[config.mk]
export PLATFORM = sky130hd
export DESIGN_NAME = uart_tx_queue_flat
export DESIGN_NICKNAME = d
export VERILOG_FILES = /design/src/rtl/uart_pkg.sv /design/src/rtl/uart_tx_queue_if.sv /design/src/rtl/uart_tx_queue_fifo.sv /design/src/rtl/uart_tx_queue.sv /design/src/flat_wrapper.sv
export SDC_FILE = /design/constraint.sdc
export NUM_CORES = 1
export LEC_CHECK = 0
export CAP_MARGIN = 20
export CORE_MARGIN = 5
export CORE_UTILIZATION = 55
export DETAILED_ROUTE_END_ITERATION = 7
export GPL_TIMING_DRIVEN = 0
export PLACE_DENSITY = 0.78
export SETUP_SLACK_MARGIN = 0.15
export SLEW_MARGIN = 40
export SYNTH_ARGS = -nofsm -noshare
export SYNTH_HDL_FRONTEND = slang
export SYNTH_SLANG_ARGS = --single-unit
export TNS_END_PERCENT = 10
[constraint.sdc]
create_clock -name i_clk -period 2.86 [get_ports i_clk]
set_input_delay 0.572 -clock i_clk [delete_from_list [all_inputs] [get_ports i_clk]]
set_output_delay 0.572 -clock i_clk [all_outputs]
set_load 0.01 [all_outputs]
[src/rtl/uart_pkg.sv]
// uart_pkg: shared UART byte width and transmit-queue FSM state encoding.
package uart_pkg;
    localparam int p_width_default = 8;
    localparam logic [1:0] IDLE = 2'd0, LOAD = 2'd1, WAIT = 2'd2;
endpackage

[src/rtl/uart_tx_queue_if.sv]
// uart_tx_queue_if: producer-side and UART-side signals of the transmit queue.
interface uart_tx_queue_if import uart_pkg::*; #(
    parameter int p_depth = 16,
    parameter int p_width = p_width_default
);
    logic [p_width-1:0]       data, tx_data;
    logic                     valid, ready, tx_start, tx_done, empty, full, overflow, busy;
    logic [$clog2(p_depth):0] count;
    modport master (
        output data, valid, tx_done,
        input  ready, tx_start, tx_data, count, empty, full, overflow, busy
    );
    modport slave (
        input  data, valid, tx_done,
        output ready, tx_start, tx_data, count, empty, full, overflow, busy
    );
endinterface

[src/rtl/uart_tx_queue_fifo.sv]
// fifo_sync: circular FIFO with wrapping pointers; push ignored when full, pop ignored when empty.
module fifo_sync #(
    parameter int p_depth = 16,
    parameter int p_width = 8
) (
    input  logic                     clk,
    input  logic                     rst,
    input  logic                     push,
    input  logic                     pop,
    input  logic [p_width-1:0]       din,
    output logic [p_width-1:0]       dout,
    output logic                     full,
    output logic                     empty,
    output logic [$clog2(p_depth):0] count
);
    localparam int aw = $clog2(p_depth);
    localparam int cw = aw + 1;
    logic [p_width-1:0] mem [p_depth];
    logic [aw-1:0]      wr_ptr, rd_ptr;
    logic               do_push, do_pop;
    assign do_push = push & ~full;
    assign do_pop  = pop & ~empty;
    assign full    = count == cw'(p_depth);
    assign empty   = count == '0;
    assign dout    = mem[rd_ptr];
    always_ff @(posedge clk) begin
        if (rst) begin
            wr_ptr <= '0;
            rd_ptr <= '0;
            count  <= '0;
        end else begin
            if (do_push) wr_ptr <= wr_ptr + aw'(1);
            if (do_pop) rd_ptr <= rd_ptr + aw'(1);
            count <= count + cw'(do_push) - cw'(do_pop);
        end
    end
    always_ff @(posedge clk) if (do_push) mem[wr_ptr] <= din;
endmodule

[src/rtl/uart_tx_queue.sv]
// uart_tx_queue: byte FIFO feeding a UART transmitter through an IDLE/LOAD/WAIT handshake FSM.
module uart_tx_queue import uart_pkg::*; #(
    parameter int p_depth = 16,
    parameter int p_width = p_width_default
) (
    input logic            i_clk,
    input logic            i_rst,
    uart_tx_queue_if.slave q
);
    logic [1:0]         state;
    logic               pop;
    logic [p_width-1:0] head;
    assign pop = state == IDLE && !q.empty;
    fifo_sync #(.p_depth(p_depth), .p_width(p_width)) u_fifo (
        .clk   (i_clk),
        .rst   (i_rst),
        .push  (q.valid),
        .pop   (pop),
        .din   (q.data),
        .dout  (head),
        .full  (q.full),
        .empty (q.empty),
        .count (q.count)
    );
    assign q.ready    = !q.full;
    assign q.overflow = q.valid & q.full;
    assign q.tx_start = state == LOAD;
    assign q.busy     = state != IDLE;
    // The popped head is captured here and held until the next pop, so tx_data is stable through WAIT.
    always_ff @(posedge i_clk) begin
        if (i_rst) begin
            state     <= IDLE;
            q.tx_data <= '0;
        end else begin
            if (pop) q.tx_data <= head;
            state <= pop ? LOAD : state == LOAD ? WAIT : state == WAIT && q.tx_done ? IDLE : state;
        end
    end
endmodule
[src/flat_wrapper.sv]
// flat-port wrapper written by rule: the top's interface ports become plain ports
module uart_tx_queue_flat import uart_pkg::*;
#(
    parameter int p_depth = 16,
    parameter int p_width = p_width_default
)
  (i_clk, i_rst, q_data, q_valid, q_tx_done, q_ready, q_tx_start, q_tx_data, q_count, q_empty, q_full, q_overflow, q_busy);
  uart_tx_queue_if #(.p_depth(p_depth), .p_width(p_width)) q_i ();
  input logic i_clk;
  input logic i_rst;
  input wire logic [$bits(q_i.data)-1:0] q_data;
  input wire logic [$bits(q_i.valid)-1:0] q_valid;
  input wire logic [$bits(q_i.tx_done)-1:0] q_tx_done;
  output wire logic [$bits(q_i.ready)-1:0] q_ready;
  output wire logic [$bits(q_i.tx_start)-1:0] q_tx_start;
  output wire logic [$bits(q_i.tx_data)-1:0] q_tx_data;
  output wire logic [$bits(q_i.count)-1:0] q_count;
  output wire logic [$bits(q_i.empty)-1:0] q_empty;
  output wire logic [$bits(q_i.full)-1:0] q_full;
  output wire logic [$bits(q_i.overflow)-1:0] q_overflow;
  output wire logic [$bits(q_i.busy)-1:0] q_busy;
  assign q_i.data = q_data;
  assign q_i.valid = q_valid;
  assign q_i.tx_done = q_tx_done;
  assign q_ready = q_i.ready;
  assign q_tx_start = q_i.tx_start;
  assign q_tx_data = q_i.tx_data;
  assign q_count = q_i.count;
  assign q_empty = q_i.empty;
  assign q_full = q_i.full;
  assign q_overflow = q_i.overflow;
  assign q_busy = q_i.busy;
  uart_tx_queue #(.p_depth(p_depth), .p_width(p_width)) u_core (.i_clk(i_clk), .i_rst(i_rst), .q(q_i));
endmodule
# [Yosys cells after proc, flatten, opt, wreduce, memory -nomap -nowiden]
# Memory sizes are Yosys's and may differ from the RTL's. A register that Yosys moved wholly into a read port is not among the register bits.
# Cells that the tools add are included.
[word_totals] inputBits=12 register_bits=15 mem_count=1 mem_bits_ro=0 latchBits=0 elab_cells=33 ram_bits=128
[op_classes] n_shift=0 mul=0 mux=5 n_lt_le_gt_ge=0 n_bitwise=5 eq_ne=3 add_sub_neg=4 div=0 reduce_logical=10
[memory_table] name="u_core.u_fifo.mem" depth=16 width=8 rd=1 rd_clocked_by_memory_dff=1 wr=1 line="uart_tx_queue_fifo.sv:18" text="logic [p_width-1:0] mem [p_depth];"
[op_table] op="$add 4x1->4 const B" n=2
[op_table] op="$add 5x1->5" n=1
[op_table] op="$eq 5x5->1 const B" n=1
[op_table] op="$logic_not 5->1" n=1
[op_table] op="$sub 5x1->5" n=1
[op_table] op="$mux 2" n=2
[op_table] op="$reduce_bool 2->1" n=2
[op_table] op="$and 1x1->1" n=3
[op_table] op="$mux 1" n=3
[op_table] op="$reduce_bool 3->1" n=1
[op_table] op="$eq 2x1->1 const B" n=1
[op_table] op="$eq 2x2->1 const B" n=1
[op_table] op="$logic_and 1x1->1" n=2
[op_table] op="$logic_not 1->1" n=2
[op_table] op="$logic_not 2->1" n=1
[op_table] op="$not 1->1" n=2
[op_table] op="$reduce_or 2->1" n=1

# [Depth between registers and ports, before layout]
[depth] ltp_word=5 depth_mapped=15 mapped_depth_nobuf=14

# [Cells and area by module]
# Synthesis repeated with hierarchy kept, for this count alone.
[hier_totals] cells_unflattened=357 hier_area_um2=6279.8
[by_module_without_submodules] mod="fifo_sync" area_each_um2=5799.3 cells_per_inst=306 n_inst=1
[by_module_without_submodules] mod="uart_tx_queue" area_each_um2=480.5 cells_per_inst=51 n_inst=1

# [Worst setup path after synthesis]
# No wires, ideal clock.
[synth_path] path_type="register -> register" from="register u_core.u_fifo.count[2]" to="register u_core.u_fifo.count[4]" period_less_slack_ns=2.705 arrival_time_ns=2.578 stages_incl_launch_ff=16 t_required_ns=2.733 setup_slack_ns=0.155 cell_sequence="dfxtp_1 > inv_1 > ha_1 > nand4bb_1 > and2_1 > clkbuf_1 > inv_1 > ha_1 > inv_1 > ha_1 > inv_1 > fa_1 > nor2b_1 > o21bai_1 > a21oi_1 > nor3b_1"
[synth_via] elab_chain_len=5
[synth_lines] element="start, declared" line="uart_tx_queue_fifo.sv:14" text="output logic [$clog2(p_depth):0] count"
[synth_lines] element="start signal, assigned" line="uart_tx_queue_fifo.sv:34" text="count <= count + cw'(do_push) - cw'(do_pop);"
[synth_lines] element="$eq 5x5->1 / $logic_not 5->1 (equally long branches)" line="uart_tx_queue_fifo.sv:23, uart_tx_queue_fifo.sv:24"
[synth_lines] element="$not 1->1 / $logic_not 1->1 (equally long branches)" line="uart_tx_queue_fifo.sv:21, uart_tx_queue.sv:13"
[synth_lines] element="$and 1x1->1 / $logic_and 1x1->1 (equally long branches)" line="uart_tx_queue_fifo.sv:21, uart_tx_queue.sv:13"
[synth_lines] element="$add 5x1->5 / $and 1x1->1 (equally long branches)" line="uart_tx_queue_fifo.sv:34, uart_tx_queue_fifo.sv:22"
[synth_lines] element="$sub 5x1->5 (*)" line="uart_tx_queue_fifo.sv:34"
# Mark *: on every way between the ends. The rest lies on a longest branch, timed or not.
# A chain may end at the register's enable or synchronous reset.

# [Worst setup path in the final report]
[layout_path] from="register u_core.u_fifo.count[2]" to="register u_core.u_fifo.count[4]"
[layout_via] elab_chain_len=5
[layout_lines] element="$logic_not 5->1" line="uart_tx_queue_fifo.sv:24" text="assign empty = count == '0;"
[layout_lines] element="$logic_not 1->1" line="uart_tx_queue.sv:13" text="assign pop = state == IDLE && !q.empty;"
[layout_lines] element="$logic_and 1x1->1" line="uart_tx_queue.sv:13"
[layout_lines] element="net u_core.pop" line="uart_tx_queue.sv:11" text="logic pop;"
[layout_lines] element="$and 1x1->1" line="uart_tx_queue_fifo.sv:22" text="assign do_pop = pop & ~empty;"
[layout_lines] element="$sub 5x1->5" line="uart_tx_queue_fifo.sv:34"
# The timed path passes the listed nets, and every way through them passes these cells.

==> out/results.ini <==
[worst_setup_path]
r2r_end=u_core.u_fifo.count[4]
path_class=reg -> reg
setup.worst_path.start_class=flop
critPathRequiredTime_ns=3.25
reg2reg_from=u_core.u_fifo.count[2]
r2r_setup_slack_ns=0.23
path_cells=inv_2 > ha_4 > or4b_4 > nand2_4 > inv_4 > ha_4 > inv_1 > ha_2 > inv_2 > fa_2 > nor2b_4 > o21bai_4 > a21oi_2 > nor3b_2
crit_slowest_cell=or4b_4
cpPeakStageDelay_ns=0.50
cp.arrival_ns=3.03
r2r_cells=14
cp_max_fo=4
crit_path_end_kind=flop

[layout]
syn_to_final_growth_pct=20.3
fillers=693
layout-drive-gt1-share_pct=25.4
nets=414
final_common_cell=edfxtp_1
final_cell_mix=edfxtp_1 (128), clkdlybuf4s50_1 (29), dfxtp_1 (21)
antenna-diode-count=0
fin_area_um2=7380

[grt]
overflow=0
grt_pass1_wl_mm=18.5
grt_max_degree=17
grt_pass1_vias=3298
grt.total_usage_pct=19.4
antenna_found_initial=0

[sta]
setup_ws_ns=0.227
holdWs_ns=0.494
setup_viol=0
relSlewSlack_pct=41.0
fin_skew_ns=0.00619
fin_crit_ns=2.63
drv_slew=0
worstMarginPinSlew_ns=0.882
fmax_ghz=0.380
grt_setup_unrepaired=no
hold_violations=0
fin_crit_sh_pct=92.1

[placement]
io_buffers=30
dp_hpwl_mm=7.57
place_area_um2=6650
dp_slack_ns=-0.276
gp_congestion=0.795

[worst_hold_path]
whs_endpoint=u_core.state[0]
hold_depth=2
hp-class=reg -> reg
hp-start=u_core.state[0]

[synth]
synth_fa_ha_area_share_pct=2.57
yosysTopAreaCellShare_pct=62.6
postSynthAreaPerCell_um2=18.5
synth_top_cell_by_area=edfxtp_1
ys_types=37
async_reset_ff_share_pct=0
synth_mux_area_share_pct=15.2
ys.flop_type=edfxtp_1
ys_ff_latch=151
synth-compound-area-share_pct=1.88
synth-simple-area-share_pct=5.79
synth_edf_count=128
synth_xor_area_share_pct=1.14
synth_top_family_by_area=multiplexers
synth_warnings=0
synth_cells=332
synth_area_leaders=edfxtp_1 (63%), dfxtp_1 (7.5%), mux4_2 (7.0%)
syn_nets=356
synth_area_um2=6140
ys_seq_area_share_pct=70.1

[route]
vias=3180
drt_iter0_markers=256
finalWirelength_mm=12.3
wl_met1_mm=5.03
dr_wl_met2_mm=6.32
wl_met3_um=763
highest_layer=met4
drc_errors=0
drt.antenna.violating_nets=0
wire_per_inst_um=22.6
via_per_inst=5.87
firstDrtPassIters=4

[floorplan]
dieWidth_um=116
io_pins=31
rows=38
die_h_um=116
core_area_um2=10900
dieArea_um2=13400
start_util_pct=56.4

[cts]
clock_path_buffers=2
clk_latency_ns=0.52
cts_num_sinks=151
clkTransAtPathRegs_ns=0.06
htreeDepth=4
cts_tree=built
cts-root-buf=clkbuf_8
cts_hold_buf=0
cts-buffers-inserted=17

[power_and_ir_drop]
pwr_density_cell_nw_per_um2=925
cellLeakagePower_uw=0.00246
ir_worst_vdd_v=0.000495

[flow_run]
cap_violations=0

[run_status]
status=finished clean

metal layers:
layer  up-vias  GRT usage, %
li1       1424             -
met2       105          32.8
met5         -             0
met1      1639          24.6
met3        12          4.70
met4         0          6.88
logic make-up after synthesis:
family	count (synthesis)
buffers and inverters	32
and+or+nand+nor	65
muxes	48
adders and majority gates	12
AOI/OAI and AO/OA	16
DFF	151
xor gates and xnor gates	8
flip-flops by register name, summed over array words and instances, names as in the netlist:
| signal | cells |
|---|---|
| u_core.u_fifo.mem | 128 |
| u_core.u_fifo.rd_ptr | 4 |
| u_core.state | 2 |
| u_core.u_fifo.wr_ptr | 4 |
| u_core.q.tx_data | 8 |
| u_core.u_fifo.count | 5 |
critical path, delay by kind of cell (launching register included):
kind,cells,cell delay [ns]
compound gates,2,0.23
fa+ha+maj,4,0.89
buf+inv,4,0.23
flops,1,0.33
simple gates,4,0.82
stage by stage:
stage	utilization [%]	total power (uW)	TNS [ns]	cells
3_5_place_dp	61.1	4440	-0.282	504
2_1_floorplan	-	3870	0	332
6_report	67.8	6820	0	542
3_3_place_gp	60.7	4370	-8.45	502
5_1_grt	67.8	7110	0	542
4_1_cts	66.6	6660	0	538
synthesized netlist by cell type, drive strengths merged, types with 2 or more instances:
cell type and instances:
edfxtp 128, inv 15, nor2b 4, nand3b 9, a21oi 6, mux2i 16, and2 2, mux4 32
xor2 5, o221ai 8, clkbuf 4, nor3 5, buf 13, nand3 5, ha 11, nand2 10
dfxtp 23, xnor2 3, nand2b 2, and3 2, nor2 22
worst max-delay path by stage:
stage | start | endpoint | slack [ns] | cells past startpoint
floorplan | u_core.u_fifo.count[2] | u_core.u_fifo.count[4] | 0.15 | 15
global placement | q_valid | u_core.u_fifo.mem[1][4] | -0.36 | 5
detailed placement | q_valid | u_core.u_fifo.count[4] | -0.28 | 13
CTS | u_core.u_fifo.count[2] | u_core.u_fifo.count[4] | 0.07 | 15
global route | u_core.u_fifo.count[2] | u_core.u_fifo.count[4] | 0.11 | 15
finish | u_core.u_fifo.count[2] | u_core.u_fifo.count[4] | 0.23 | 14
area by class of cell:
cell class | count | area [um^2] | area share (%)
sequential | 151 | 4310 | 58.4
multi-input combinational | 149 | 1750 | 23.7
clock buffer | 17 | 414 | 5.61
timing repair buffer | 39 | 367 | 4.97
tap | 140 | 175 | 2.37
clock inverter | 14 | 159 | 2.15
buffer | 17 | 151 | 2.05
inverter | 15 | 58.8 | 0.797
power by group:
part | switching (uW) | leakage (uW) | internal [uW]
registers | 104 | 0.00135 | 2540
logic | 951 | 0.000848 | 1050
clock network | 860 | 0.000269 | 1310
repair_timing:
action	CTS	global route
resized for setup	4	20
pin swaps	1	3
setup endpoints to repair	2	3
buffers inserted	3	4
Power figures use the tool's default switching activity.
==> edit (same flow settings) <==
`p_depth` is set to 16 in 4 places; all go to 32.
--- a/src/rtl/uart_tx_queue_if.sv
+++ b/src/rtl/uart_tx_queue_if.sv
@@ -1,6 +1,6 @@
 // uart_tx_queue_if: producer-side and UART-side signals of the transmit queue.
 interface uart_tx_queue_if import uart_pkg::*; #(
-    parameter int p_depth = 16,
+    parameter int p_depth = 32,
     parameter int p_width = p_width_default
 );
     logic [p_width-1:0]       data, tx_data;
--- a/src/rtl/uart_tx_queue_fifo.sv
+++ b/src/rtl/uart_tx_queue_fifo.sv
@@ -1,6 +1,6 @@
 // fifo_sync: circular FIFO with wrapping pointers; push ignored when full, pop ignored when empty.
 module fifo_sync #(
-    parameter int p_depth = 16,
+    parameter int p_depth = 32,
     parameter int p_width = 8
 ) (
     input  logic                     clk,
--- a/src/rtl/uart_tx_queue.sv
+++ b/src/rtl/uart_tx_queue.sv
@@ -1,6 +1,6 @@
 // uart_tx_queue: byte FIFO feeding a UART transmitter through an IDLE/LOAD/WAIT handshake FSM.
 module uart_tx_queue import uart_pkg::*; #(
-    parameter int p_depth = 16,
+    parameter int p_depth = 32,
     parameter int p_width = p_width_default
 ) (
     input logic            i_clk,
--- a/src/flat_wrapper.sv
+++ b/src/flat_wrapper.sv
@@ -1,7 +1,7 @@
 // flat-port wrapper written by rule: the top's interface ports become plain ports
 module uart_tx_queue_flat import uart_pkg::*;
 #(
-    parameter int p_depth = 16,
+    parameter int p_depth = 32,
     parameter int p_width = p_width_default
 )
   (i_clk, i_rst, q_data, q_valid, q_tx_done, q_ready, q_tx_start, q_tx_data, q_count, q_empty, q_full, q_overflow, q_busy);
Ports: changed (resized q_count); port bits go from 31 to 32. The function was not compared with the original's and may differ.
==> edit against the unedited design <==
  * Sequential cell count is 131 higher
  * Sequential power is 80% higher
  * Cell area is 71% higher
  * Routed wire length is 92% higher
  * Area after synthesis is 82% higher
  * Power is 54% higher
  * Non-clock buffer count is 10 higher
  * Worst setup slack worse by 0.024 ns
  * Utilization is 4.8 points lower
  * Sequential share of layout area is 6.5 points higher
  * Critical path type is now flop to primary output
  * Highest routed layer unchanged
==> edit: results (changes against the unedited design) <==
post-DP HPWL=14.99 mm (+98%); aggregate global-route resource usage=20.40% (+1.0 points); status=finished clean; via count=6,053 (+90%); Final Skew=0.009998 ns (+0.003810 ns); Worst R2R Path Depth=13 (-1); met3 wire length=1.752 mm (+130%); dominant cells by area after synthesis=edfxtp_1 69%, mux4_2 8.1%, dfxtp_1 4.7%; via count of the first global-routing pass=6,225 (+89%); first-pass GRT wire length=36.65 mm (+98%); via/cell ratio=6.158 (+5.0%); Pre-antenna DRT Iters=5 (+1); crit-path max cell delay=0.47 ns (-0.03 ns); PortBufs=31 (+3.3%); R2R Path Start=u_core.u_fifo.count[3]; Initial DRC Count=524 (+100%); count of cell types in the netlist=43 (+16%); Regs by FF count=u_core.u_fifo.mem: 256 flops, u_core.q.tx_data: 8 flops, u_core.u_fifo.count: 6 flops; crit path capture=q_ready; post-synthesis net count=657 (+85%); measured slew at the worst slew-check pin=0.8322 ns (-0.04938 ns); fraction of layout cells with a size suffix above 1=19.07% (-6.3 points); synthesized instance count=630 (+90%); sequential share of the synthesized area=73.53% (+3.4 points); nets@finish=721 (+74%); Reg-to-Reg End=u_core.u_fifo.count[5]; routed len/inst=24.01 um (+6.1%); number of flops mapped to enable cells by yosys=256 (+100%); Crit-path slowest cell=clkdlybuf4s50_1; worst hold endpoint=u_core.q.tx_data[4]; Final GP Congestion=0.8503 (+6.9%); final hold slack=0.4768 ns (-0.01722 ns); met1 usage=28.09% (+3.5 points); largest net degree at the start of global routing=33 (+16); hold path cells=1 (-1); P_sw=2874 uW (+50%)
## edit: cell types whose count changed in the layout (fill, tap and decap cells not counted), moves of 9 or more
| cell | change |
|---|---|
| nand3_1 | +9 |
| buf_2 | +13 |
| clkbuf_1 | +14 |
| mux4_2 | +21 |
| mux4_1 | -13 |
| nor2_1 | +42 |
| mux2i_1 | +16 |
| clkbuf_16 | +11 |
| nand2_1 | +10 |
| edfxtp_1 | +128 |
| mux2_2 | +16 |
## edit: logic make-up (layout without fill, tap and decap cells)
| logic type | after synthesis | after routing | share of synthesized area (%) |
|---|---|---|---|
| XOR/XNOR | 10 | 10 | 0.7846 |
| multiplexers | 88 | 88 | 12.55 |
| buffers and inverters | 47 | 130 | 1.749 |
| adder cells (fa/ha/maj) | 15 | 15 | 1.749 |
| AO/OA/AOI/OAI | 62 | 62 | 4.136 |
| flip-flops | 282 | 282 | 73.53 |
| AND/OR/NAND/NOR | 126 | 126 | 5.493 |
## edit: stage by stage
step                worst slack [ns]  instance area, um2
global placement             -0.2030               11810
detailed placement           -0.2825               11770
CTS                           0.1211               12570
floorplan                     0.2067               11160
global route                 0.06913               12660
finish                        0.2024               12660
## edit: critical path: cells and delay by family (launching register included)
family | cells | cell delay (ns)
flops | 1 | 0.33
buf+inv | 4 | 0.86
fa+ha+maj | 1 | 0.22
simple gates | 1 | 0.16
## edit: layout make-up
type	count	share of cell area [%]
well taps	270	2.669
clock buffers	35	5.734
flip-flops and latches	282	64.89
inverters	17	0.5042
multi-input cells	301	22.14
clock inverters	12	0.4350
plain buffers	30	1.186
repair buffers	36	2.442
## edit: timing repair
| item | 4_1_cts | 5_1_grt |
|---|---|---|
| setup buffers | 1 | 4 |
| gates resized for setup | 7 | 19 |
| pin swaps | 1 | 4 |
| setup endpoints to repair | 11 | 60 |
| hold endpoints to repair | 0 | 0 |
